<file path="src/rtl/home_auto_pkg.sv">
// Shared types and helpers for the home-automation sequencer.
package home_auto_pkg;

  typedef enum logic [1:0] {LOCKED, UNLOCKED, LOCKOUT} lock_state_e;
  typedef enum logic [1:0] {OFF, FAN, AC} climate_mode_e;

  // Saturating subtract; callers cast the result back to their code width.
  function automatic int unsigned sat_sub(input int unsigned a, input int unsigned b);
    return (a > b) ? (a - b) : 32'd0;
  endfunction

endpackage

</file>
<file path="src/rtl/auto_lock_fsm.sv">
// Password lock FSM with retry limit, timed lockout and, when HOME_AUTO_RELOCK_EN
// is defined, an inactivity relock timer.
//   state    | meaning
//   LOCKED   | waiting for a code, tries_left attempts remain
//   UNLOCKED | access granted, climate and lights active
//   LOCKOUT  | too many wrong codes, codes ignored until timer expires
module auto_lock_fsm
  import home_auto_pkg::*;
#(
  parameter int DW = 4,
  parameter logic [DW-1:0] PASS = 4'b0010,
  parameter int MAX_TRIES = 3,
  parameter int LOCKOUT_CYC = 16,
  parameter int RELOCK_CYC = 64
) (
  input  logic clk,
  input  logic rst_n,
  input  logic [DW-1:0] pass_in_i,
  input  logic pass_valid_i,
  input  logic lock_req_i,
`ifdef HOME_AUTO_RELOCK_EN
  input  logic act_i,
`endif
  output lock_state_e state_o,
  output lock_state_e state_d_o,
  output logic [$clog2(MAX_TRIES+1)-1:0] tries_left_o
);

  localparam int TW  = $clog2(MAX_TRIES + 1);
  localparam int LCW = (LOCKOUT_CYC > 1) ? $clog2(LOCKOUT_CYC) : 1;

  if (MAX_TRIES < 1 || LOCKOUT_CYC < 1 || RELOCK_CYC < 1) begin : g_bad_param
    $error("auto_lock_fsm: MAX_TRIES, LOCKOUT_CYC and RELOCK_CYC must be >= 1");
  end

  lock_state_e state_q, state_d;
  logic [TW-1:0] tries_q, tries_d;
  logic [LCW-1:0] lcnt_q, lcnt_d;
  logic relock;

`ifdef HOME_AUTO_RELOCK_EN
  localparam int RCW = (RELOCK_CYC > 1) ? $clog2(RELOCK_CYC) : 1;
  logic [RCW-1:0] idle_q, idle_d;

  assign relock = (state_q == UNLOCKED) && !act_i && (idle_q == RCW'(RELOCK_CYC - 1));

  always_comb begin
    idle_d = '0;
    if (state_q == UNLOCKED && !act_i && idle_q != RCW'(RELOCK_CYC - 1))
      idle_d = idle_q + RCW'(1);
  end

  always_ff @(posedge clk or negedge rst_n) begin
    if (!rst_n) idle_q <= '0;
    else        idle_q <= idle_d;
  end
`else
  assign relock = 1'b0;
`endif

  always_comb begin
    state_d = state_q;
    tries_d = tries_q;
    lcnt_d  = lcnt_q;
    unique case (state_q)
      LOCKED: begin
        if (pass_valid_i) begin
          if (pass_in_i == PASS) begin
            state_d = UNLOCKED;
            tries_d = TW'(MAX_TRIES);
          end else if (tries_q > TW'(1)) begin
            tries_d = tries_q - TW'(1);
          end else begin
            state_d = LOCKOUT;
            tries_d = '0;
            lcnt_d  = LCW'(LOCKOUT_CYC - 1);
          end
        end
      end
      UNLOCKED: begin
        if (lock_req_i || relock) state_d = LOCKED;
      end
      LOCKOUT: begin
        if (lcnt_q == '0) begin
          state_d = LOCKED;
          tries_d = TW'(MAX_TRIES);
        end else begin
          lcnt_d = lcnt_q - LCW'(1);
        end
      end
      default: state_d = LOCKED;
    endcase
  end

  always_ff @(posedge clk or negedge rst_n) begin
    if (!rst_n) begin
      state_q <= LOCKED;
      tries_q <= TW'(MAX_TRIES);
      lcnt_q  <= '0;
    end else begin
      state_q <= state_d;
      tries_q <= tries_d;
      lcnt_q  <= lcnt_d;
    end
  end

  assign state_o      = state_q;
  assign state_d_o    = state_d;
  assign tries_left_o = tries_q;

endmodule

</file>
<file path="src/rtl/home_auto_seq_ctrl.sv">
// Home-automation controller top: lock FSM plus climate and light datapaths.
// Optional inactivity relock is enabled by defining HOME_AUTO_RELOCK_EN.
module home_auto_seq_ctrl
  import home_auto_pkg::*;
#(
  parameter int DW = 4,
  parameter int NLIGHT = 4,
  parameter logic [DW-1:0] PASS = 4'b0010,
  parameter int MAX_TRIES = 3,
  parameter int LOCKOUT_CYC = 16,
  parameter int IDLE_TEMP = 6,
  parameter int IDLE_LIGHT = 8,
  parameter int FAN_ON = 7,
  parameter int AC_ON = 11,
  parameter int HYST = 1,
  parameter int RELOCK_CYC = 64
) (
  input  logic clk,
  input  logic rst_n,
  input  logic [DW-1:0] pass_in_i,
  input  logic pass_valid_i,
  input  logic lock_req_i,
  input  logic [DW-1:0] temp_i,
  input  logic temp_valid_i,
  input  logic [NLIGHT*DW-1:0] light_lvl_i,
  output logic unlocked_o,
  output logic alarm_o,
  output logic [$clog2(MAX_TRIES+1)-1:0] tries_left_o,
  output logic fan_o,
  output logic ac_o,
  output logic wind_o,
  output logic [DW-1:0] fan_speed_o,
  output logic [NLIGHT*DW-1:0] light_out_o
);

  if (AC_ON <= FAN_ON) begin : g_bad_param
    $error("home_auto_seq_ctrl: AC_ON must be above FAN_ON");
  end

  localparam logic [DW-1:0] FAN_ON_C  = DW'(FAN_ON);
  localparam logic [DW-1:0] AC_ON_C   = DW'(AC_ON);
  localparam logic [DW-1:0] FAN_OFF_C = DW'(FAN_ON - 1 - HYST);
  localparam logic [DW-1:0] AC_OFF_C  = DW'(AC_ON - 1 - HYST);

  lock_state_e state, state_nxt;
  logic unl_d;

`ifdef HOME_AUTO_RELOCK_EN
  logic [NLIGHT*DW-1:0] light_prev_q;
  logic act;

  always_ff @(posedge clk or negedge rst_n) begin
    if (!rst_n) light_prev_q <= '0;
    else        light_prev_q <= light_lvl_i;
  end

  assign act = pass_valid_i | temp_valid_i | (light_lvl_i != light_prev_q);
`endif

  auto_lock_fsm #(
    .DW(DW), .PASS(PASS), .MAX_TRIES(MAX_TRIES),
    .LOCKOUT_CYC(LOCKOUT_CYC), .RELOCK_CYC(RELOCK_CYC)
  ) u_lock (
    .clk(clk),
    .rst_n(rst_n),
    .pass_in_i(pass_in_i),
    .pass_valid_i(pass_valid_i),
    .lock_req_i(lock_req_i),
`ifdef HOME_AUTO_RELOCK_EN
    .act_i(act),
`endif
    .state_o(state),
    .state_d_o(state_nxt),
    .tries_left_o(tries_left_o)
  );

  // Gating on the next lock state blanks every output in the same cycle unlocked drops.
  assign unl_d = (state_nxt == UNLOCKED);

  logic [DW-1:0] temp_q, fan_speed_q, fan_speed_d;
  climate_mode_e mode_q, mode_d;
  logic fan_q, ac_q;
  logic [NLIGHT*DW-1:0] light_q, light_d;

  always_comb begin
    mode_d = mode_q;
    if (!unl_d) begin
      mode_d = OFF;
    end else if (temp_q >= AC_ON_C) begin
      mode_d = AC;
    end else begin
      unique case (mode_q)
        OFF: if (temp_q >= FAN_ON_C) mode_d = FAN;
        FAN: if (temp_q <= FAN_OFF_C) mode_d = OFF;
        AC: begin
          if (temp_q <= FAN_OFF_C)     mode_d = OFF;
          else if (temp_q <= AC_OFF_C) mode_d = FAN;
        end
        default: mode_d = OFF;
      endcase
    end
  end

  always_comb begin
    fan_speed_d = '0;
    if (mode_d == FAN) fan_speed_d = DW'(sat_sub(32'(temp_q), IDLE_TEMP));
  end

  always_comb begin
    light_d = '0;
    if (unl_d) begin
      for (int i = 0; i < NLIGHT; i++)
        light_d[i*DW +: DW] = DW'(sat_sub(IDLE_LIGHT, 32'(light_lvl_i[i*DW +: DW])));
    end
  end

  always_ff @(posedge clk or negedge rst_n) begin
    if (!rst_n) begin
      temp_q      <= '0;
      mode_q      <= OFF;
      fan_q       <= 1'b0;
      ac_q        <= 1'b0;
      fan_speed_q <= '0;
      light_q     <= '0;
    end else begin
      if (temp_valid_i) temp_q <= temp_i;
      mode_q      <= mode_d;
      fan_q       <= (mode_d == FAN);
      ac_q        <= (mode_d == AC);
      fan_speed_q <= fan_speed_d;
      light_q     <= light_d;
    end
  end

  assign unlocked_o  = (state == UNLOCKED);
  assign alarm_o     = (state == LOCKOUT);
  assign fan_o       = fan_q;
  assign wind_o      = fan_q;
  assign ac_o        = ac_q;
  assign fan_speed_o = fan_speed_q;
  assign light_out_o = light_q;

endmodule

</file>
<file path="config.mk">
export PLATFORM = sky130hd
export DESIGN_NAME = home_auto_seq_ctrl
export DESIGN_NICKNAME = d
export VERILOG_FILES = /design/src/rtl/home_auto_pkg.sv /design/src/rtl/auto_lock_fsm.sv /design/src/rtl/home_auto_seq_ctrl.sv
export SDC_FILE = /design/constraint.sdc
export NUM_CORES = 1
export LEC_CHECK = 0
export BUFFER_PORTS_ARGS = -buffer_cell sky130_fd_sc_hd__buf_2
export CORE_AREA = 3 3 82 45
export DETAILED_ROUTE_END_ITERATION = 16
export DIE_AREA = 0 0 85 48
export PLACE_DENSITY = 0.83
export SYNTH_ARGS = -nofsm -noshare
export SYNTH_HDL_FRONTEND = slang
export SYNTH_SLANG_ARGS = --single-unit
</file>
<file path="constraint.sdc">
create_clock -name clk -period 4.9 [get_ports clk]
set_clock_uncertainty 0.15 [all_clocks]
set_input_delay 0.98 -clock clk [delete_from_list [all_inputs] [get_ports clk]]
set_output_delay 0.98 -clock clk [all_outputs]
set_load 0.01 [all_outputs]
</file>
==> flow_summary.ini <==
[critical_path]
critPathMaxFanout = 16
endpoint_kind = flip-flop
cp.arrival_ns = 2.52
required_ns = 4.94
reg2reg_slack_ns = 2.98
startpoint_type = primary input
critPathKind = in -> reg

[place]
place_congestion = 0.777
hpwlAfterDp_mm = 2.27
dpl.cell_count = 229
numPortBuffers = 55

[synth]
yosysWarnings = 0
synth_top_flop_cell = dfrtp_1
synth_top_family_by_area = simple AND/OR/NAND/NOR gates
syn_avg_cell_area_um2 = 11.6
synth_top_cell_by_area = dfrtp_1
synth_simple_gate_area_share_pct = 20.5
synthCells = 139
synthMuxAreaShare_pct = 3.49
yosysSeqAreaShare_pct = 56.1
synthAdderAreaFrac_pct = 4.66
synth_nets = 174
netlist_area_um2 = 1610
async_reset_ff_share_pct = 100
ys_types = 33
yosysTopAreaCellShare_pct = 52.8
synth_area_leaders = dfrtp_1, ha_1, mux2_2
ys_ff_latch = 36
synthXorXnorAreaFrac_pct = 3.26
synth-compound-area-share_pct = 7.61
synth_edf_count = 0

[sta]
fin_tns_setup_ns = 0
setup_violations = 0
timing.hold.ws_ns = 0.364
fmax_ghz = 0.402
tightestPinTransition_ns = 0.765
finalCritPeriodShare_pct = 50.7
rsz0062_at_grt = false
final_max_slew_viol_count = 0
hold_violations = 0
relSlewSlack_pct = 49.0
fin_crit_ns = 2.49

[clock_network]
cts-htree-levels = 2
postCtsHoldBufs = 0
clk_pin_slew_ns = 0.07
cts_sinks = 36
clockBufferDepth = 2
clk_latency_ns = 0.28
cts_tree = yes
root_buffer = clkbuf_8
cts_buffers = 5
cts_resized = 0
cts_post_setup_buffers_inserted = 0

[detailed_routing]
final_antenna_net_count = 0
wirelength_mm = 3.03
vias = 1225
vias_per_cell = 5.17
first_iter_violations = 65
drc_errors = 0
drtPass1Iterations = 4
wl_per_cell_um = 12.8

[power_and_ir_drop]
p_per_area_nw_per_um2 = 364
ir_drop_v = 0.000190
leakage_nw = 1.07

[cells_and_area]
final_common_cell = buf_2
final_cell_mix = buf_2, dfrtp_1, inv_1
drive_gt1_share_pct = 38.1
nNetsFinal = 231
diodes = 0
area_growth_pct = 23.8
layout.cells.non_filler = 237

[floorplan]
rows = 14
die_area_um2 = 4080
pin_count = 56
start_util_pct = 53.8
die_h_um = 48
core_area_um2 = 3000
die_x_um = 85

[global_routing]
grt_overflow = 0
grt_util_all_layers_pct = 16.4
grt_start_max_net_pins = 37
grt_pass1_vias = 1095
grt_pass1_wl_mm = 4.96
antenna_found_initial = 0

[status]
outcome = finished, final reports clean

[hold_path]
hold_path.class = reg -> reg

[flow_run]
drv_cap = 0
where the power goes:
part           total (mW)  switching, mW  internal [mW]
Combinational       0.163         0.0849         0.0782
Clock               0.199         0.0990         0.0997
Sequential          0.365         0.0299          0.335
critical path: stages:
cell     delay, ns
buf_2         0.11
nor4b_4       0.31
a32oi_2       0.35
a221o_1       0.47
nor4b_2       0.29
cell usage after synthesis (2+ instances only):
cell,instances
a31oi_1,2
nand2b_1,2
a21o_1,2
mux2_2,5
nor2_1,11
nand4bb_1,2
dfrtp_1,34
nand2_1,4
o31ai_1,2
nor2b_1,3
nand3_1,3
ha_1,6
and2_1,4
nor3_1,11
clkbuf_1,4
dfstp_2,2
inv_1,12
xor2_1,6
nor4b_2,3
nor4b_1,4
a21oi_1,5
per-layer routing:
metal	part of all wire (%)	track usage, %	up-vias
met3	6.9	5.50	5
met5	0	0	-
met4	0.92	6.31	0
met2	50	29.0	42
li1	-	-	596
met1	42	19.3	582
flip-flops by register name, indices dropped and copies added, names as in the netlist:
name                 cells
light_out_o             16
fan_o                    1
temp_q                   4
mode_q                   2
u_lock.lcnt_q            4
u_lock.state_o           2
ac_o                     1
fan_speed_o              4
u_lock.tries_left_o      2
final timing paths:
kind / from / endpoint / depth (start not counted)
worst max-delay path: pass_in_i[0] / fan_speed_o[2]$_DFF_PN0_ / 5
worst min-delay path: u_lock.tries_left_o[0]$_DFFE_PN1P_ / u_lock.tries_left_o[0]$_DFFE_PN1P_ / 2
worst max register to register: u_lock.state_o[0]$_DFF_PN0_ / fan_speed_o[2]$_DFF_PN0_ / 4
worst min register to register: u_lock.tries_left_o[0]$_DFFE_PN1P_ / u_lock.tries_left_o[0]$_DFFE_PN1P_ / 2
max in group asynchronous: rst_n / u_lock.lcnt_q[3]$_DFFE_PN0P_ / 1
min in group asynchronous: rst_n / light_out_o[11]$_DFF_PN0_ / 1
per-stage QoR:
| stage | total power, mW | util [%] | setup slack (ns) | cell area (um^2) |
|---|---|---|---|---|
| CTS | 0.736 | 66.6 | 2.41 | 2000 |
| finish | 0.727 | 66.6 | 2.41 | 2000 |
| global placement | 0.524 | 63.9 | 2.18 | 1910 |
| global route | 0.778 | 66.6 | 2.29 | 2000 |
| detailed placement | 0.535 | 63.9 | 2.11 | 1910 |
| floorplan | 0.478 | - | 2.57 | 1610 |
layout make-up:
class | count | area, um^2
clock buffer | 7 | 76.3
clock inverter | 1 | 5.00
fill | 233 | 1000
inverter | 13 | 48.8
multi-input combinational | 85 | 637
sequential | 36 | 903
tap | 40 | 50.0
timing repair buffer | 55 | 275
kinds of logic after synthesis:
family | Yosys count
buffers and inverters | 18
XOR/XNOR | 6
AND/OR/NAND/NOR | 51
AO/OA/AOI/OAI | 17
flip-flops | 36
adder cells (fa/ha/maj) | 6
multiplexers | 5
Power figures use the tool's default switching activity.
